`src/rtl/ws2812_apb_chain_if.sv`:
```
`default_nettype none
// +----------------------------------------------------------------------+
// | Module   : ws2812_apb_chain_if                                       |
// | Purpose  : APB3 bus bundle for the WS2812 chain driver               |
// | Revision : 1.0  initial release                                      |
// +----------------------------------------------------------------------+
interface ws2812_apb_chain_if;
   logic        PSEL;
   logic        PENABLE;
   logic        PWRITE;
   logic [31:0] PADDR;
   logic [31:0] PWDATA;
   logic [31:0] PRDATA;
   logic        PREADY;
   logic        PSLVERR;

   modport master (
      output PSEL, PENABLE, PWRITE, PADDR, PWDATA,
      input  PRDATA, PREADY, PSLVERR
   );

   modport slave (
      input  PSEL, PENABLE, PWRITE, PADDR, PWDATA,
      output PRDATA, PREADY, PSLVERR
   );
endinterface
`default_nettype wire

```
`src/rtl/ws2812_apb_chain.sv`:
```
`default_nettype none
// +----------------------------------------------------------------------+
// | Module   : ws2812_apb_chain                                          |
// | Purpose  : APB3 slave streaming a pixel buffer to a WS2812 LED chain |
// | Revision : 1.0  initial release                                      |
// +----------------------------------------------------------------------+
module ws2812_apb_chain #(
   parameter int NUM_LEDS = 8,
   parameter int T_BIT    = 125,
   parameter int T1H      = 80,
   parameter int T0H      = 40,
   parameter int T_RESET  = 6000
) (
   input  wire                  PCLK,
   input  wire                  PRESET,
   ws2812_apb_chain_if.slave    apb,
   output logic                 LED,
   output logic                 IRQ
);

   // ------------------------------------------------------------------
   // Constants
   // ------------------------------------------------------------------
   localparam int CNT_MAX = (T_BIT > T_RESET) ? T_BIT : T_RESET;
   localparam int CNT_W   = $clog2(CNT_MAX + 1);
   localparam int PIX_W   = (NUM_LEDS > 1) ? $clog2(NUM_LEDS) : 1;

   localparam logic [6:0]       C_LEN_MAX  = 7'(NUM_LEDS);
   localparam logic [9:0]       C_WA_CTRL  = 10'h200;
   localparam logic [9:0]       C_WA_LEN   = 10'h201;
   localparam logic [CNT_W-1:0] C_CNT_ONE  = CNT_W'(1);
   localparam logic [CNT_W-1:0] C_HI1_LAST = CNT_W'(T1H - 1);
   localparam logic [CNT_W-1:0] C_HI0_LAST = CNT_W'(T0H - 1);
   localparam logic [CNT_W-1:0] C_LO1_LAST = CNT_W'(T_BIT - T1H - 1);
   localparam logic [CNT_W-1:0] C_LO0_LAST = CNT_W'(T_BIT - T0H - 1);
   localparam logic [CNT_W-1:0] C_GAP_LAST = CNT_W'(T_RESET - 1);

   typedef enum logic [2:0] {
      ST_IDLE = 3'd0,
      ST_LOAD = 3'd1,
      ST_HIGH = 3'd2,
      ST_LOW  = 3'd3,
      ST_GAP  = 3'd4
   } state_t;

   // ------------------------------------------------------------------
   // State
   // ------------------------------------------------------------------
   state_t           state_q, state_d;
   logic [CNT_W-1:0] cnt_q, cnt_d;
   logic [23:0]      shift_q, shift_d;
   logic [4:0]       bit_idx_q, bit_idx_d;
   logic [6:0]       led_idx_q, led_idx_d;
   logic             led_q;

   logic [23:0]      pixel_q [NUM_LEDS];
   logic [6:0]       len_q;
   logic             ie_q;
   logic             done_q;
   logic             ovr_q;
   logic             start_q;
   logic [31:0]      prdata_q;

   // ------------------------------------------------------------------
   // Address decode and access qualification
   // ------------------------------------------------------------------
   logic [9:0]       w_waddr;
   logic [PIX_W-1:0] w_pix_idx;
   logic             w_is_pix_ok;
   logic             w_is_ctrl;
   logic             w_is_len;
   logic             w_map_ok;
   logic             w_busy;
   logic             w_err;
   logic             w_access;
   logic             w_wr;
   logic             w_start_req;
   logic             w_frame_end;
   logic [6:0]       w_len_wr;
   logic [31:0]      w_rdata;
   logic             w_unused;

   assign w_waddr     = apb.PADDR[11:2];
   assign w_pix_idx   = w_waddr[PIX_W-1:0];
   // Pixel window is everything below 0x800; only the first NUM_LEDS words exist.
   assign w_is_pix_ok = ~w_waddr[9] && (w_waddr < 10'(NUM_LEDS));
   assign w_is_ctrl   = (w_waddr == C_WA_CTRL);
   assign w_is_len    = (w_waddr == C_WA_LEN);
   assign w_map_ok    = w_is_pix_ok | w_is_ctrl | w_is_len;

   // A START accepted but not yet picked up by the FSM already counts as busy.
   assign w_busy      = start_q | (state_q != ST_IDLE);

   assign w_err       = ~w_map_ok | (apb.PWRITE & w_busy & (w_is_pix_ok | w_is_len));
   assign w_access    = apb.PSEL & apb.PENABLE;
   assign w_wr        = w_access & apb.PWRITE & ~w_err;
   assign w_start_req = w_wr & w_is_ctrl & apb.PWDATA[0];
   assign w_frame_end = (state_q == ST_GAP) && (state_d == ST_IDLE);
   assign w_len_wr    = (apb.PWDATA[6:0] > C_LEN_MAX) ? C_LEN_MAX : apb.PWDATA[6:0];

   assign apb.PSLVERR = w_access & w_err;
   assign apb.PREADY  = 1'b1;
   assign apb.PRDATA  = prdata_q;
   assign LED         = led_q;
   assign IRQ         = done_q & ie_q;

   assign w_unused    = ^{apb.PADDR[31:12], apb.PADDR[1:0], apb.PWDATA[31:24]};

   // Read mux; unmapped offsets read as zero.
   always_comb begin
      w_rdata = 32'd0;
      if (w_is_pix_ok) begin
         w_rdata = {8'd0, pixel_q[w_pix_idx]};
      end else if (w_is_ctrl) begin
         w_rdata = {21'd0, ovr_q, done_q, w_busy, 6'd0, ie_q, 1'b0};
      end else if (w_is_len) begin
         w_rdata = {25'd0, len_q};
      end
   end

   // Read data is captured in the setup phase and held through the access phase.
   always_ff @(posedge PCLK) begin
      if (PRESET) begin
         prdata_q <= 32'd0;
      end else if (apb.PSEL & ~apb.PENABLE & ~apb.PWRITE) begin
         prdata_q <= w_rdata;
      end
   end

   // Pixel buffer: written only by successful APB writes.
   always_ff @(posedge PCLK) begin
      if (PRESET) begin
         for (int i = 0; i < NUM_LEDS; i++) begin
            pixel_q[i] <= 24'd0;
         end
      end else if (w_wr & w_is_pix_ok) begin
         pixel_q[w_pix_idx] <= apb.PWDATA[23:0];
      end
   end

   // Control/status: IE, DONE/OVERRUN sticky flags, LEN and the start request.
   always_ff @(posedge PCLK) begin
      if (PRESET) begin
         ie_q    <= 1'b0;
         done_q  <= 1'b0;
         ovr_q   <= 1'b0;
         start_q <= 1'b0;
         len_q   <= C_LEN_MAX;
      end else begin
         start_q <= w_start_req & ~w_busy;
         if (w_wr & w_is_ctrl) begin
            ie_q <= apb.PWDATA[1];
            if (apb.PWDATA[9]) begin
               done_q <= 1'b0;
            end
            if (apb.PWDATA[10]) begin
               ovr_q <= 1'b0;
            end
         end
         if (w_start_req & w_busy) begin
            ovr_q <= 1'b1;
         end
         if (w_start_req & ~w_busy) begin
            done_q <= 1'b0;
         end
         // Hardware set is last so it wins over a simultaneous W1C.
         if (w_frame_end) begin
            done_q <= 1'b1;
         end
         if (w_wr & w_is_len) begin
            len_q <= w_len_wr;
         end
      end
   end

   // Frame sequencer state register; LED follows the next state so it is glitch-free.
   always_ff @(posedge PCLK) begin
      if (PRESET) begin
         state_q   <= ST_IDLE;
         cnt_q     <= '0;
         shift_q   <= 24'd0;
         bit_idx_q <= 5'd0;
         led_idx_q <= 7'd0;
         led_q     <= 1'b0;
      end else begin
         state_q   <= state_d;
         cnt_q     <= cnt_d;
         shift_q   <= shift_d;
         bit_idx_q <= bit_idx_d;
         led_idx_q <= led_idx_d;
         led_q     <= (state_d == ST_HIGH);
      end
   end

   // Frame sequencer next-state: LOAD/HIGH/LOW per bit, GAP latch after the last pixel.
   always_comb begin
      state_d   = state_q;
      cnt_d     = cnt_q + C_CNT_ONE;
      shift_d   = shift_q;
      bit_idx_d = bit_idx_q;
      led_idx_d = led_idx_q;

      case (state_q)
         ST_IDLE: begin
            if (start_q) begin
               state_d   = ST_LOAD;
               led_idx_d = 7'd0;
            end
         end
         ST_LOAD: begin
            shift_d   = pixel_q[led_idx_q[PIX_W-1:0]];
            bit_idx_d = 5'd23;
            state_d   = (len_q == 7'd0) ? ST_GAP : ST_HIGH;
         end
         ST_HIGH: begin
            if (cnt_q == (shift_q[23] ? C_HI1_LAST : C_HI0_LAST)) begin
               state_d = ST_LOW;
            end
         end
         ST_LOW: begin
            if (cnt_q == (shift_q[23] ? C_LO1_LAST : C_LO0_LAST)) begin
               if (bit_idx_q != 5'd0) begin
                  state_d   = ST_HIGH;
                  shift_d   = {shift_q[22:0], 1'b0};
                  bit_idx_d = bit_idx_q - 5'd1;
               end else if (led_idx_q == (len_q - 7'd1)) begin
                  state_d = ST_GAP;
               end else begin
                  state_d   = ST_LOAD;
                  led_idx_d = led_idx_q + 7'd1;
               end
            end
         end
         ST_GAP: begin
            if (cnt_q == C_GAP_LAST) begin
               state_d = ST_IDLE;
            end
         end
         default: begin
            state_d = ST_IDLE;
         end
      endcase

      // Every state times itself from zero.
      if (state_d != state_q) begin
         cnt_d = '0;
      end
   end

endmodule
`default_nettype wire

```
`src/flat_wrapper.sv`:
```
// flat-port wrapper written by rule: the top's interface ports become plain ports
module ws2812_apb_chain_flat 
#(
   parameter int NUM_LEDS = 8,
   parameter int T_BIT    = 125,
   parameter int T1H      = 80,
   parameter int T0H      = 40,
   parameter int T_RESET  = 6000
)
  (PCLK, PRESET, LED, IRQ, apb_PSEL, apb_PENABLE, apb_PWRITE, apb_PADDR, apb_PWDATA, apb_PRDATA, apb_PREADY, apb_PSLVERR);
  ws2812_apb_chain_if apb_i ();
  input  wire PCLK;
  input  wire PRESET;
  output logic LED;
  output logic IRQ;
  input wire logic [$bits(apb_i.PSEL)-1:0] apb_PSEL;
  input wire logic [$bits(apb_i.PENABLE)-1:0] apb_PENABLE;
  input wire logic [$bits(apb_i.PWRITE)-1:0] apb_PWRITE;
  input wire logic [$bits(apb_i.PADDR)-1:0] apb_PADDR;
  input wire logic [$bits(apb_i.PWDATA)-1:0] apb_PWDATA;
  output wire logic [$bits(apb_i.PRDATA)-1:0] apb_PRDATA;
  output wire logic [$bits(apb_i.PREADY)-1:0] apb_PREADY;
  output wire logic [$bits(apb_i.PSLVERR)-1:0] apb_PSLVERR;
  assign apb_i.PSEL = apb_PSEL;
  assign apb_i.PENABLE = apb_PENABLE;
  assign apb_i.PWRITE = apb_PWRITE;
  assign apb_i.PADDR = apb_PADDR;
  assign apb_i.PWDATA = apb_PWDATA;
  assign apb_PRDATA = apb_i.PRDATA;
  assign apb_PREADY = apb_i.PREADY;
  assign apb_PSLVERR = apb_i.PSLVERR;
  ws2812_apb_chain #(.NUM_LEDS(NUM_LEDS), .T_BIT(T_BIT), .T1H(T1H), .T0H(T0H), .T_RESET(T_RESET)) u_core (.PCLK(PCLK), .PRESET(PRESET), .apb(apb_i), .LED(LED), .IRQ(IRQ));
endmodule
```
`config.mk`:
```
export PLATFORM = sky130hd
export DESIGN_NAME = ws2812_apb_chain_flat
export DESIGN_NICKNAME = d
export VERILOG_FILES = /design/src/rtl/ws2812_apb_chain_if.sv /design/src/rtl/ws2812_apb_chain.sv /design/src/flat_wrapper.sv
export SDC_FILE = /design/constraint.sdc
export NUM_CORES = 1
export LEC_CHECK = 0
export CAP_MARGIN = 5
export CORE_MARGIN = 1
export CORE_UTILIZATION = 66
export CTS_BUF_LIST = sky130_fd_sc_hd__clkbuf_4
export CTS_CLUSTER_DIAMETER = 100
export DETAILED_ROUTE_END_ITERATION = 10
export HOLD_SLACK_MARGIN = 0.03
export PLACE_DENSITY = 0.85
export SLEW_MARGIN = 5
export SYNTH_ARGS = -nofsm -noshare
export SYNTH_HDL_FRONTEND = slang
export SYNTH_SLANG_ARGS = --single-unit
```
`constraint.sdc`:
```
create_clock -name PCLK -period 7.1 [get_ports PCLK]
set_input_delay 1.42 -clock PCLK [delete_from_list [all_inputs] [get_ports PCLK]]
set_output_delay 1.42 -clock PCLK [all_outputs]
set_load 0.05 [all_outputs]
```
# After elaboration in Yosys (flattened, before gate mapping)
# Memories as Yosys holds them, arrays and structs flattened. A register that Yosys moved wholly into a read port is not among the register bits.
# Index checks and enable logic that the tools add are counted.
totals:
  ram_bits: 192
  out_inout_bits: 36
  inputBits: 69
  regBits: 96
  word_cells: 123
  n_memories: 1
op_classes:
  n_eq_ne: 17
  mux: 42
  n_addsub: 4
  reduce_logical: 19
  n_lt_le_gt_ge: 2
  bitwise_logic: 26
memory_table:
  columns: ["memory", "depth", "word_bits", "read_ports", "rd_ports_with_merged_regs", "write_ports", "line", "source"]
  rows:
  - ["u_core.pixel_q", 8, 24, 2, 1, 8, "ws2812_apb_chain.sv:56", "logic [23:0] pixel_q [NUM_LEDS];"]
ops:
  columns: ["cell", "n"]
  rows:
  - ["2-to-1 mux 24 bit", 3]
  - ["2-to-1 mux 32 bit", 2]
  - ["2-to-1 mux 7 bit", 8]
  - ["one-hot mux 24 bit (2 select lines)", 1]
  - ["2-to-1 mux 3 bit", 10]
  - ["equality test 13 bit", 2]
  - ["OR reduction 24 bit", 1]
  - ["equality test 10 bit (second input constant)", 2]
  - ["AND 1 bit", 15]
  - ["one-hot mux 3 bit (5 select lines)", 1]
  - ["one-hot mux 7 bit (2 select lines)", 1]
  - ["adder 13 x 1 -> 13 bit (second input constant)", 1]
  - ["equality test 13 bit (second input constant)", 1]
  - ["2-to-1 mux 1 bit", 13]
  - ["< comparator 10 x 4 -> 1 bit (second input constant)", 1]
  - ["2-to-1 mux 5 bit", 2]
  - ["one-hot mux 5 bit (2 select lines)", 1]
  - ["equality test 3 x 2 -> 1 bit (second input constant)", 3]
  - ["nonzero test 3 bit", 3]
  - ["nonzero test 2 bit", 4]
  - ["adder 7 x 1 -> 7 bit (second input constant)", 1]
  - ["equality test 7 bit", 1]
  - ["> comparator 7 x 4 -> 1 bit (second input constant)", 1]
  - ["logical NOT 7 bit", 1]
  - ["16 further kinds", 31]

# Logic depth before layout (Yosys ltp)
# Gate-level depths: netlist (run 1).
logic_depth:
  ltp_word: 14
  mapped_depth: 10
  depth_no_buf: 8

# Worst setup path before layout (run 1)
# OpenSTA, ideal clock, no wires.
synth_path:
  kind: "input to output"
  start: "in apb_PADDR[3]"
  end: "out apb_PSLVERR"
  n_path_buf: 1
  cell_stages: 4
  required_ns: 5.680
  arrival_time_ns: 2.565
  setup_slack_ns: 3.115
  cell_sequence: "or2_2 clkbuf_1 a21oi_1 a21oi_1"
synth_via:
  elab_chain_cells: 7
  word_cells_on_any_way: 11
  classes_between: "order compare: 1; eq/ne: 2; bitwise: 7; reduce/logical: 1"
synth_rtl:
  columns: ["item", "line", "source"]
  rows:
  - ["start, declared", "flat_wrapper.sv:19", "input wire logic [$bits(apb_i.PADDR)-1:0] apb_PADDR;"]
  - ["< comparator 10 x 4 -> 1 bit", "ws2812_apb_chain.sv:86", "assign w_is_pix_ok = ~w_waddr[9] && (w_waddr < 10'(NUM_LEDS));"]
  - ["logical AND 1 bit", "ws2812_apb_chain.sv:86", null]
  - ["OR 1 bit (2 in series)", "ws2812_apb_chain.sv:89", "assign w_map_ok = w_is_pix_ok | w_is_ctrl | w_is_len;"]
  - ["NOT 1 bit", "ws2812_apb_chain.sv:94", "assign w_err = ~w_map_ok | (apb.PWRITE & w_busy & (w_is_pix_ok | w_is_len));"]
  - ["OR 1 bit (*)", "ws2812_apb_chain.sv:94", null]
  - ["AND 1 bit (*)", "ws2812_apb_chain.sv:101", "assign apb.PSLVERR = w_access & w_err;"]
  - ["end, declared", "flat_wrapper.sv:23", "output wire logic [$bits(apb_i.PSLVERR)-1:0] apb_PSLVERR;"]
# Every way passes the cells marked *; elsewhere a longest branch is shown, timed or not.

==> run_results.csv, run 1 <==
group,metric,value,unit
synth,synth_top_family_by_area,"simple AND/OR/NAND/NOR gates",
die,die_h,150,um
critical_path,cp-end-kind,"flop",
global_route,overflow,0,
detailed_routing,via_count,10667,
clocking,cts_setup_buffers,0,
critical_path,crit_type,"in2reg",
die,initial_utilization,67.9,%
detailed_routing,routedWlPerCell,23.3,um
synth,synth_ff_type,"edfxtp_1",
clocking,cts_tree,"built",
sta,tns,0,ns
detailed_routing,dr.pass1.iters,6,
power,power.total,0.00347,W
sta,fin_worst_skew,0.0477,ns
synth,synth_fa_ha_area_share,0.521,%
finish,area_growth,11.2,%
critical_path,slowest_delay,0.91,ns
detailed_routing,vias_per_cell,6.54,
synth,synthCells,1231,
clocking,cts_root_buf,"clkbuf_4",
sta,fin_crit_sh,66.3,%
synth,netlist.area_leader.share,40.0,%
die,die_x,150,um
critical_path,crit_start,"apb_PENABLE",
synth,synth_mux_area_share,14.8,%
flow_run,cap_violations,0,
sta,finalSetupViolations,0,
die,ioPinCount,105,
clocking,htree_levels,3,
placement,gp_congestion,0.845,
die,core_area,0.0212,sq mm
placement,post-place-ws,1.81,ns
placement,place_hpwl,22100,um
synth,ys_top_cells_by_area,"edfxtp_1, dfxtp_1, mux4_2",
detailed_routing,drt_iter0_markers,1267,
synth,synth_largest_area_cell,"edfxtp_1",
die,rows,53,
global_route,antenna_found_initial,2,
sta,drv_slew,0,
die,dieArea,0.0224,sq mm
detailed_routing,drtAntennaViolNets,0,
clocking,numCtsBuffers,73,
critical_path,required,7.40,ns
sta,rsz0062_at_grt,"no",
sta,setup_slack,2.39,ns
clocking,cts_hold_buffers,0,
synth,async_reset_ff_share,0,%
critical_path,rrSetupSlack,2.54,ns
power,p_leak,5.73,nW
synth,yosys.area_share.simple,18.8,%
synth,syn_area,0.0144,sq mm
clocking,cts.sinks,283,
clocking,ctsLongestPathBuffers,3,
sta,finalHoldViolations,0,
synth,postSynthAreaPerCell,11.7,sq um
critical_path,cp_cell_sequence,"clkdlybuf4s50_1, nand3_1, or4_1, or2_1, nor2_4, or2_2",
synth,yosysWarnings,0,
synth,synth_compound_area_share,8.08,%
synth,yosysSeqAreaShare,52.7,%
global_route,grt_max_degree,80,
finish,nets,1372,
global_route,grt_usage,35.2,%
finish,layout-drive-gt1-share,17.9,%
power,power_density,216,mW/mm^2
sta,clock.fmax,212,MHz
critical_path,crit_slowest_cell,"or4_1",
critical_path,r2r-end,"u_core.pixel_q[7][0]",
power,vdd_drop_max,0.000126,V
worst_hold_path,hp-class,"reg2reg",
finish,nFillCells,1439,
detailed_routing,drc,0,
placement,io_buffers,65,
global_route,grt_pass1_vias,10631,
critical_path,reg2reg_depth,6,
sta,period_needed,4.71,ns
outcome,outcome,"completed",
critical_path,r2r_start,"u_core.state_q[1]",
synth,synth_edf_count,192,
synth,synth_seq_cells,283,
clocking,cts.repair.resized,0,
clocking,worstSkewPairLatency,0.71,ns
synth,synth_xor_area_share,1.34,%
critical_path,endpoint,"u_core.pixel_q[7][0]",
finish,seqCellArea,0.00759,sq mm
global_route,grt_pass1_wl,58100,um
sta,slew_headroom,28.1,%
critical_path,worst-endpoint-arrival,5.01,ns
critical_path,cp-start-kind,"primary input",
sta,worst_slew_pin_slew,1.07,ns
critical_path,worst-path-max-fanout,24,
finish,multiInputGateArea,0.00632,sq mm
clocking,path_clk_slew,0.07,ns
synth,synth_cell_types,58,
detailed_routing,drt_wl_total,38000,um
## through the flow
| stage | hold WS, ns | cell area (sq um) | instances | util (%) |
|---|---|---|---|---|
| after global placement | 0.442 | 15100 | 1497 | 71.1 |
| after detailed placement | 0.447 | 15100 | 1497 | 71.1 |
| after global routing | 0.481 | 16000 | 1632 | 75.5 |
| after floorplan | 0.440 | 14400 | 1238 | - |
| after CTS | 0.454 | 16000 | 1631 | 75.5 |
| final | 0.450 | 16000 | 1632 | 75.5 |
## cells by family after synthesis
logic type,after synthesis
xor+xnor,22
other cells,2
compound gates,185
simple gates,487
flops,283
buf+inv,115
mux,131
fa+ha+maj,6
## cells in the mapped netlist (5+ instances only)
cell type	count
and2_1	192
edfxtp_1	192
dfxtp_1	91
nor2_1	81
a21oi_1	72
mux4_2	65
nand2_1	62
clkbuf_1	58
mux2i_1	56
o22ai_1	31
nand2b_1	30
nor3_1	24
nand3_1	22
a22oi_1	21
inv_1	16
o21ai_0	16
or2_2	13
buf_1	12
buf_4	12
o211ai_1	12
xnor2_1	12
mux2_2	10
nor4_1	10
xor2_1	10
a32oi_1	8
or3_1	8
and3_1	7
or4_1	7
buf_6	6
clkbuf_2	6
ha_1	6
nand3b_1	6
o22a_1	6
nor3b_1	5
## worst max-delay path: cells and delay by family
family,cells,cell delay (ns)
AND/OR/NAND/NOR,5,3.07
buffers and inverters,1,0.50
## registers in the layout (all words and copies together), names as in the netlist, named ones only
| register | cells |
|---|---|
| u_core.ovr_q | 1 |
| u_core.ie_q | 1 |
| u_core.led_idx_q | 7 |
| u_core.pixel_q | 192 |
| u_core.state_q | 3 |
| u_core.done_q | 1 |
| u_core.shift_q | 24 |
| u_core.bit_idx_q | 5 |
| u_core.cnt_q | 13 |
| u_core.LED | 1 |
| u_core.apb.PRDATA | 24 |
| u_core.len_q | 7 |
| u_core.start_q | 1 |
## placed cells by master, fill, tap and decap left out, types with 7 or more instances in the layout
master             n
and2_1           192
edfxtp_1         192
clkbuf_4         116
dfxtp_1           89
nor2_1            81
a21oi_1           72
mux4_2            65
nand2_1           62
clkdlybuf4s50_1   61
mux2i_1           56
o22ai_1           31
nand2b_1          30
nor3_1            23
nand3_1           22
a22oi_1           21
buf_4             18
inv_1             16
o21ai_0           16
or2_2             13
clkinv_1          13
xnor2_1           12
o211ai_1          12
nor4_1            10
xor2_1            10
mux2_2            10
conb_1             9
or3_1              8
a32oi_1            8
or4_1              7
and3_1             7
## where the power goes
| group | leakage [nW] | switching (W) | internal [W] |
|---|---|---|---|
| clock | 0.577 | 0.000685 | 0.000743 |
| sequential | 2.72 | 0.0000219 | 0.00179 |
| combinational | 2.43 | 0.000142 | 0.0000827 |
## worst min-delay path by stage
stage,start,to,slack (ns),depth (start not counted)
6_report,u_core.apb.PRDATA[13],u_core.apb.PRDATA[13],0.45,2
5_1_grt,u_core.apb.PRDATA[20],u_core.apb.PRDATA[20],0.48,2
4_1_cts,u_core.apb.PRDATA[13],u_core.apb.PRDATA[13],0.45,2
3_5_place_dp,u_core.apb.PRDATA[20],u_core.apb.PRDATA[20],0.45,2
3_3_place_gp,u_core.apb.PRDATA[13],u_core.apb.PRDATA[13],0.44,2
2_1_floorplan,u_core.ie_q,u_core.ie_q,0.44,2
## layout make-up
type | instances | area share (%)
Clock buffer | 116 | 5.43
Multi-Input combinational cell | 840 | 39.4
Timing Repair Buffer | 82 | 4.75
Clock inverter | 18 | 0.445
Sequential cell | 283 | 47.4
Antenna cell | 1 | 0.0156
Tap cell | 275 | 2.15
Inverter | 17 | 0.398
## layer usage
layer / GRT usage, % / share of wire (%) / vias to the layer above
met5: 0 / 0 / -
met2: 55.0 / 47 / 699
li1: - / - / 4679
met3: 6.80 / 11 / 126
met1: 47.1 / 38 / 5163
met4: 18.2 / 3.6 / 0
No activity file was read; power rests on OpenSTA's default activity.
==> inputs of run 2 (changes only) <==
- CORE_UTILIZATION: 66 -> 55
- PLACE_DENSITY: 0.85 -> 0.75
- clock period: 7.1 -> 4.25 ns (I/O delays scaled with it)
==> run 2 against run 1 <==
Net effect:
- non-clock buffer count up 18
- first-iteration DRC count decreased by 11%
- flip-flop and latch count unchanged
- largest power group unchanged
- register-to-register slack worse by 1.7 ns
==> run_results.csv, run 2 (same netlist as run 1, synthesis figures left out) <==
group,metric,value,unit
global_route,overflow,0,
critical_path,crit_type,"reg2reg",
sta,drv_slew,0,
critical_path,crit_start,"u_core.state_q[1]",
power,power_density,363,mW/mm^2
detailed_routing,drtAntennaViolNets,0,
detailed_routing,vias_per_cell,6.24,
placement,io_buffers,65,
die,core_area,0.0255,sq mm
power,internal-power,0.00455,W
finish,largest_reg_flops,192,
finish,layout-drive-gt1-share,18.9,%
placement,dpl_cell_area,0.0154,sq mm
critical_path,worst-endpoint-arrival,3.78,ns
clocking,numCtsBuffers,74,
finish,area_growth,13.6,%
sta,fin_hold_ws,0.457,ns
critical_path,rrSetupSlack,0.85,ns
power,seqPwrFrac,50.9,%
placement,place_hpwl,23900,um
sta,finalSetupViolations,0,
detailed_routing,via_count,10622,
critical_path,worst-path-max-fanout,14,
finish,layout_common_cells,"and2_1, edfxtp_1, clkbuf_4",
global_route,grt_usage,29.9,%
clocking,cts_root_buf,"clkbuf_4",
outcome,outcome,"completed",
placement,post-place-ws,0.594,ns
sta,tns,0,ns
clocking,cts_hold_buffers,0,
clocking,htree_levels,3,
detailed_routing,routedWlPerCell,22.9,um
flow_run,cap_violations,0,
global_route,grt_max_degree,80,
sta,period_needed,3.40,ns
die,ioPinCount,105,
clocking,cts_tree,"built",
power,power_switching,0.00140,W
sta,slew_headroom,22.4,%
finish,regMostFlops,"u_core.pixel_q",
detailed_routing,drt_wl_total,39100,um
global_route,grt_pass1_wl,59100,um
clocking,path_clk_slew,0.06,ns
die,initial_utilization,56.6,%
clocking,worstSkewPairLatency,0.70,ns
placement,gp_congestion,0.873,
power,p_leak,5.87,nW
critical_path,required,4.63,ns
sta,fin_worst_skew,0.0256,ns
clocking,cts_setup_buffers,0,
clocking,ctsLongestPathBuffers,3,
sta,fin_crit_sh,80.1,%
critical_path,cp-start-kind,"flop",
sta,rsz0062_at_grt,"no",
clocking,cts.repair.resized,0,
sta,clock.fmax,294,MHz
power,switching_share,23.6,%
power,combPwrFrac,6.6,%
detailed_routing,drc,0,
detailed_routing,dr.pass1.iters,6,
power,vdd_drop_max,0.000220,V
worst_hold_path,min-delay-start,"u_core.apb.PRDATA[20]",
clocking,cts.sinks,283,
die,rows,58,
finish,stdcell_area,0.0164,sq mm
critical_path,r2r_start,"u_core.state_q[1]",
worst_hold_path,hp-class,"reg2reg",
critical_path,cp-end-kind,"flop",
die,die_h,164,um
sta,finalHoldViolations,0,
die,die_x,164,um
global_route,antenna_found_initial,1,
finish,nets,1391,
global_route,grt_pass1_vias,10491,
power,power.share.clock,42.4,%
detailed_routing,drt_iter0_markers,1129,
sta,setup_slack,0.848,ns
die,dieArea,0.0269,sq mm
sta,worst_slew_pin_slew,1.16,ns
[run 2: cell types whose count changed in the layout (fill, tap and decap cells not counted)]
cell,previous run,this run
buf_4,18,30
buf_12,0,7
bufinv_16,0,3
clkinv_2,3,0
clkbuf_4,116,114
clkdlybuf4s50_1,61,60
clkinv_1,13,14
inv_2,3,2
[run 2: cell type report]
cell class	instances	area, sq um
Antenna cell	1	2.50
Clock buffer	114	856
Clock inverter	18	146
Fill cell	1992	9100
Inverter	17	63.8
Multi-Input combinational cell	840	6320
Sequential cell	283	7590
Tap cell	330	413
Timing Repair Buffer	100	981
[run 2: per-layer routing]
layer / GRT usage [%] / up-vias / wire [um]
met5: 0 / - / 0
met4: 13.9 / 0 / 1410
met3: 5.40 / 130 / 3460
met2: 49.7 / 575 / 19200
met1: 38.0 / 5176 / 15000
li1: - / 4741 / -
[run 2: worst max-delay path: stages, from the launching register on]
cell     delay, ns
dfxtp_1       0.38
or4_1         0.71
or2_1         0.29
or4_1         0.56
or2_1         0.40
nor2_4        0.15
or2_2         0.36
buf_12        0.23
[run 2: final timing paths]
kind | to | cells after the start
max | u_core.pixel_q[3][6] | 7
min | u_core.apb.PRDATA[20] | 2
max reg2reg | u_core.pixel_q[3][6] | 7
min reg2reg | u_core.apb.PRDATA[20] | 2
[run 2: power groups by stage]
stage	combinational, W	clock [W]	sequential, W
after floorplan	0.000238	0	0.00307
after CTS	0.000391	0.00256	0.00303
after detailed placement	0.000390	0	0.00309
after global routing	0.000416	0.00269	0.00303
after global placement	0.000385	0	0.00308
final	0.000395	0.00252	0.00303
[run 2: through the flow]
stage               util, %  instances  power (W)
global placement       60.3       1570    0.00347
global route           64.3       1703    0.00614
floorplan                 -       1238    0.00331
detailed placement     60.3       1570    0.00348
finish                 64.3       1703    0.00595
CTS                    64.3       1702    0.00598
==> inputs of run 3 (changes only) <==
- clock period: 4.25 -> 2.9 ns (I/O delays scaled with it)
==> run 3 against run 2 <==
Net effect:
- count of clock-buffer cells in the layout rose by 2
- critical path depth unchanged
- maximum frequency rose by 22%
- largest cell class unchanged
- highest routed layer unchanged
==> run_results.csv, run 3 (same netlist as run 1, synthesis figures left out) <==
group,metric,value,unit
outcome,outcome,"completed",
power,power_density,502,mW/mm^2
placement,gp_congestion,0.851,
worst_hold_path,hp-class,"in2reg",
critical_path,crit_start,"u_core.state_q[1]",
critical_path,crit_type,"reg2reg",
finish,layout_common_cells,"and2_1, edfxtp_1, clkbuf_4",
detailed_routing,dr.pass1.iters,5,
power,power.share.clock,39.9,%
critical_path,r2r_start,"u_core.state_q[1]",
worst_hold_path,min-delay-start,"PRESET",
sta,drv_slew,0,
global_route,overflow,0,
clocking,path_clk_slew,0.07,ns
die,ioPinCount,105,
critical_path,worst-path-max-fanout,14,
power,p_leak,6.13,nW
critical_path,worst-path-buf-inv,2,
clocking,htree_levels,3,
sta,setup_slack,0.117,ns
die,die_x,164,um
critical_path,cp-start-kind,"flop",
placement,place_hpwl,25400,um
die,initial_utilization,56.6,%
clocking,cts_setup_buffers,0,
sta,slew_headroom,47.1,%
power,vdd_drop_max,0.000273,V
finish,stdcell_area,0.0169,sq mm
global_route,grt_max_degree,79,
sta,clock.fmax,359,MHz
critical_path,crit_slowest_cell,"or4_1",
finish,area_growth,17.1,%
global_route,antenna_found_initial,2,
clocking,cts_root_buf,"clkbuf_4",
critical_path,cp_cell_sequence,"or4_1, or2_1, or4_4, buf_4, nor3_4, or2_4, buf_12",
clocking,cts_tree,"built",
power,internal-power,0.00647,W
finish,post-route-util,66.2,%
global_route,grt_usage,29.9,%
clocking,worstSkewPairLatency,0.68,ns
sta,finalHoldViolations,0,
clocking,numCtsBuffers,74,
critical_path,required,3.25,ns
sta,fin_worst_skew,0.0416,ns
critical_path,critical_path.top_delay_family,"simple AND/OR/NAND/NOR gates",
finish,layout-drive-gt1-share,21.7,%
sta,fin_crit_sh,96.0,%
clocking,cts.sinks,283,
detailed_routing,via_count,10678,
sta,worst_slew_pin_slew,0.793,ns
detailed_routing,drc,0,
critical_path,worst-endpoint-arrival,3.13,ns
finish,nFillCells,1866,
die,rows,58,
sta,finalSetupViolations,0,
sta,rsz0062_at_grt,"no",
critical_path,cp-end-kind,"flop",
detailed_routing,drt_iter0_markers,1099,
placement,post-place-ws,-0.0868,ns
placement,io_buffers,65,
die,dieArea,0.0269,sq mm
power,switching_share,23.7,%
detailed_routing,drtAntennaViolNets,0,
die,die_h,164,um
sta,period_needed,2.78,ns
finish,largest_reg_flops,192,
global_route,grt_pass1_vias,10716,
power,power.total,0.00847,W
detailed_routing,vias_per_cell,6.12,
detailed_routing,drt_wl_total,38800,um
power,seqPwrFrac,52.4,%
flow_run,cap_violations,0,
critical_path,slowest_delay,0.54,ns
die,core_area,0.0255,sq mm
clocking,ctsLongestPathBuffers,3,
power,combPwrFrac,7.7,%
detailed_routing,routedWlPerCell,22.3,um
placement,dpl_cell_area,0.0159,sq mm
finish,nets,1436,
global_route,grt_pass1_wl,59600,um
power,power_switching,0.00201,W
finish,regMostFlops,"u_core.pixel_q",
## run 3: per-layer routing
| layer | share of wire, % | vias up | wire, um | GRT usage (%) |
|---|---|---|---|---|
| met1 | 40 | 5213 | 15500 | 39.4 |
| met3 | 9.5 | 90 | 3700 | 6.52 |
| met4 | 2.7 | 0 | 1050 | 13.0 |
| li1 | - | 4827 | - | - |
| met5 | 0 | - | 0 | 0 |
| met2 | 48 | 548 | 18600 | 48.0 |
## run 3: final cells by class
class                      instances  area, sq um  share of cell area [%]
clock buffer                     116          871                    5.16
sequential                       283         7590                    45.0
antenna                            1         2.50                  0.0148
inverter                          17         63.8                   0.378
multi-input combinational        840         6340                    37.6
timing repair buffer             145         1540                    9.15
clock inverter                    12         46.3                   0.274
tap                              330          413                    2.45
## run 3: worst register-to-register path, cell delays in order (launching register included)
cell     delay (ns)
dfxtp_1        0.32
or4_1          0.54
or2_1          0.26
or4_4          0.54
buf_4          0.23
nor3_4         0.21
or2_4          0.18
buf_12         0.18
## run 3: path summary, 6_finish.rpt
kind / endpoint / slack [ns] / depth (start not counted)
worst max-delay path: u_core.pixel_q[4][4] / 0.12 / 7
worst min-delay path: u_core.start_q / 0.27 / 3
worst max register to register: u_core.pixel_q[4][4] / 0.12 / 7
worst min register to register: u_core.apb.PRDATA[13] / 0.46 / 2
## run 3: power groups by stage
stage / clock network, W / registers (W) / logic, W
floorplan: 0 / 0.00451 / 0.000351
detailed placement: 0 / 0.00453 / 0.000639
CTS: 0.00345 / 0.00444 / 0.000642
global placement: 0 / 0.00452 / 0.000629
finish: 0.00338 / 0.00444 / 0.000649
global route: 0.00365 / 0.00445 / 0.000685
## run 3: through the flow
| step | std cells | hold slack (ns) | TNS (ns) |
|---|---|---|---|
| 3_5_place_dp | 1615 | 0.461 | -6.61 |
| 3_3_place_gp | 1615 | 0.444 | -6.40 |
| 2_1_floorplan | 1238 | 0.440 | 0 |
| 4_1_cts | 1743 | 0.220 | 0 |
| 5_1_grt | 1744 | 0.258 | 0 |
| 6_report | 1744 | 0.273 | 0 |
## run 3: repair_timing
item,4_1_cts,5_1_grt
hold buffers,0,0
setup endpoints to repair,31,68
gates resized for setup,1,1
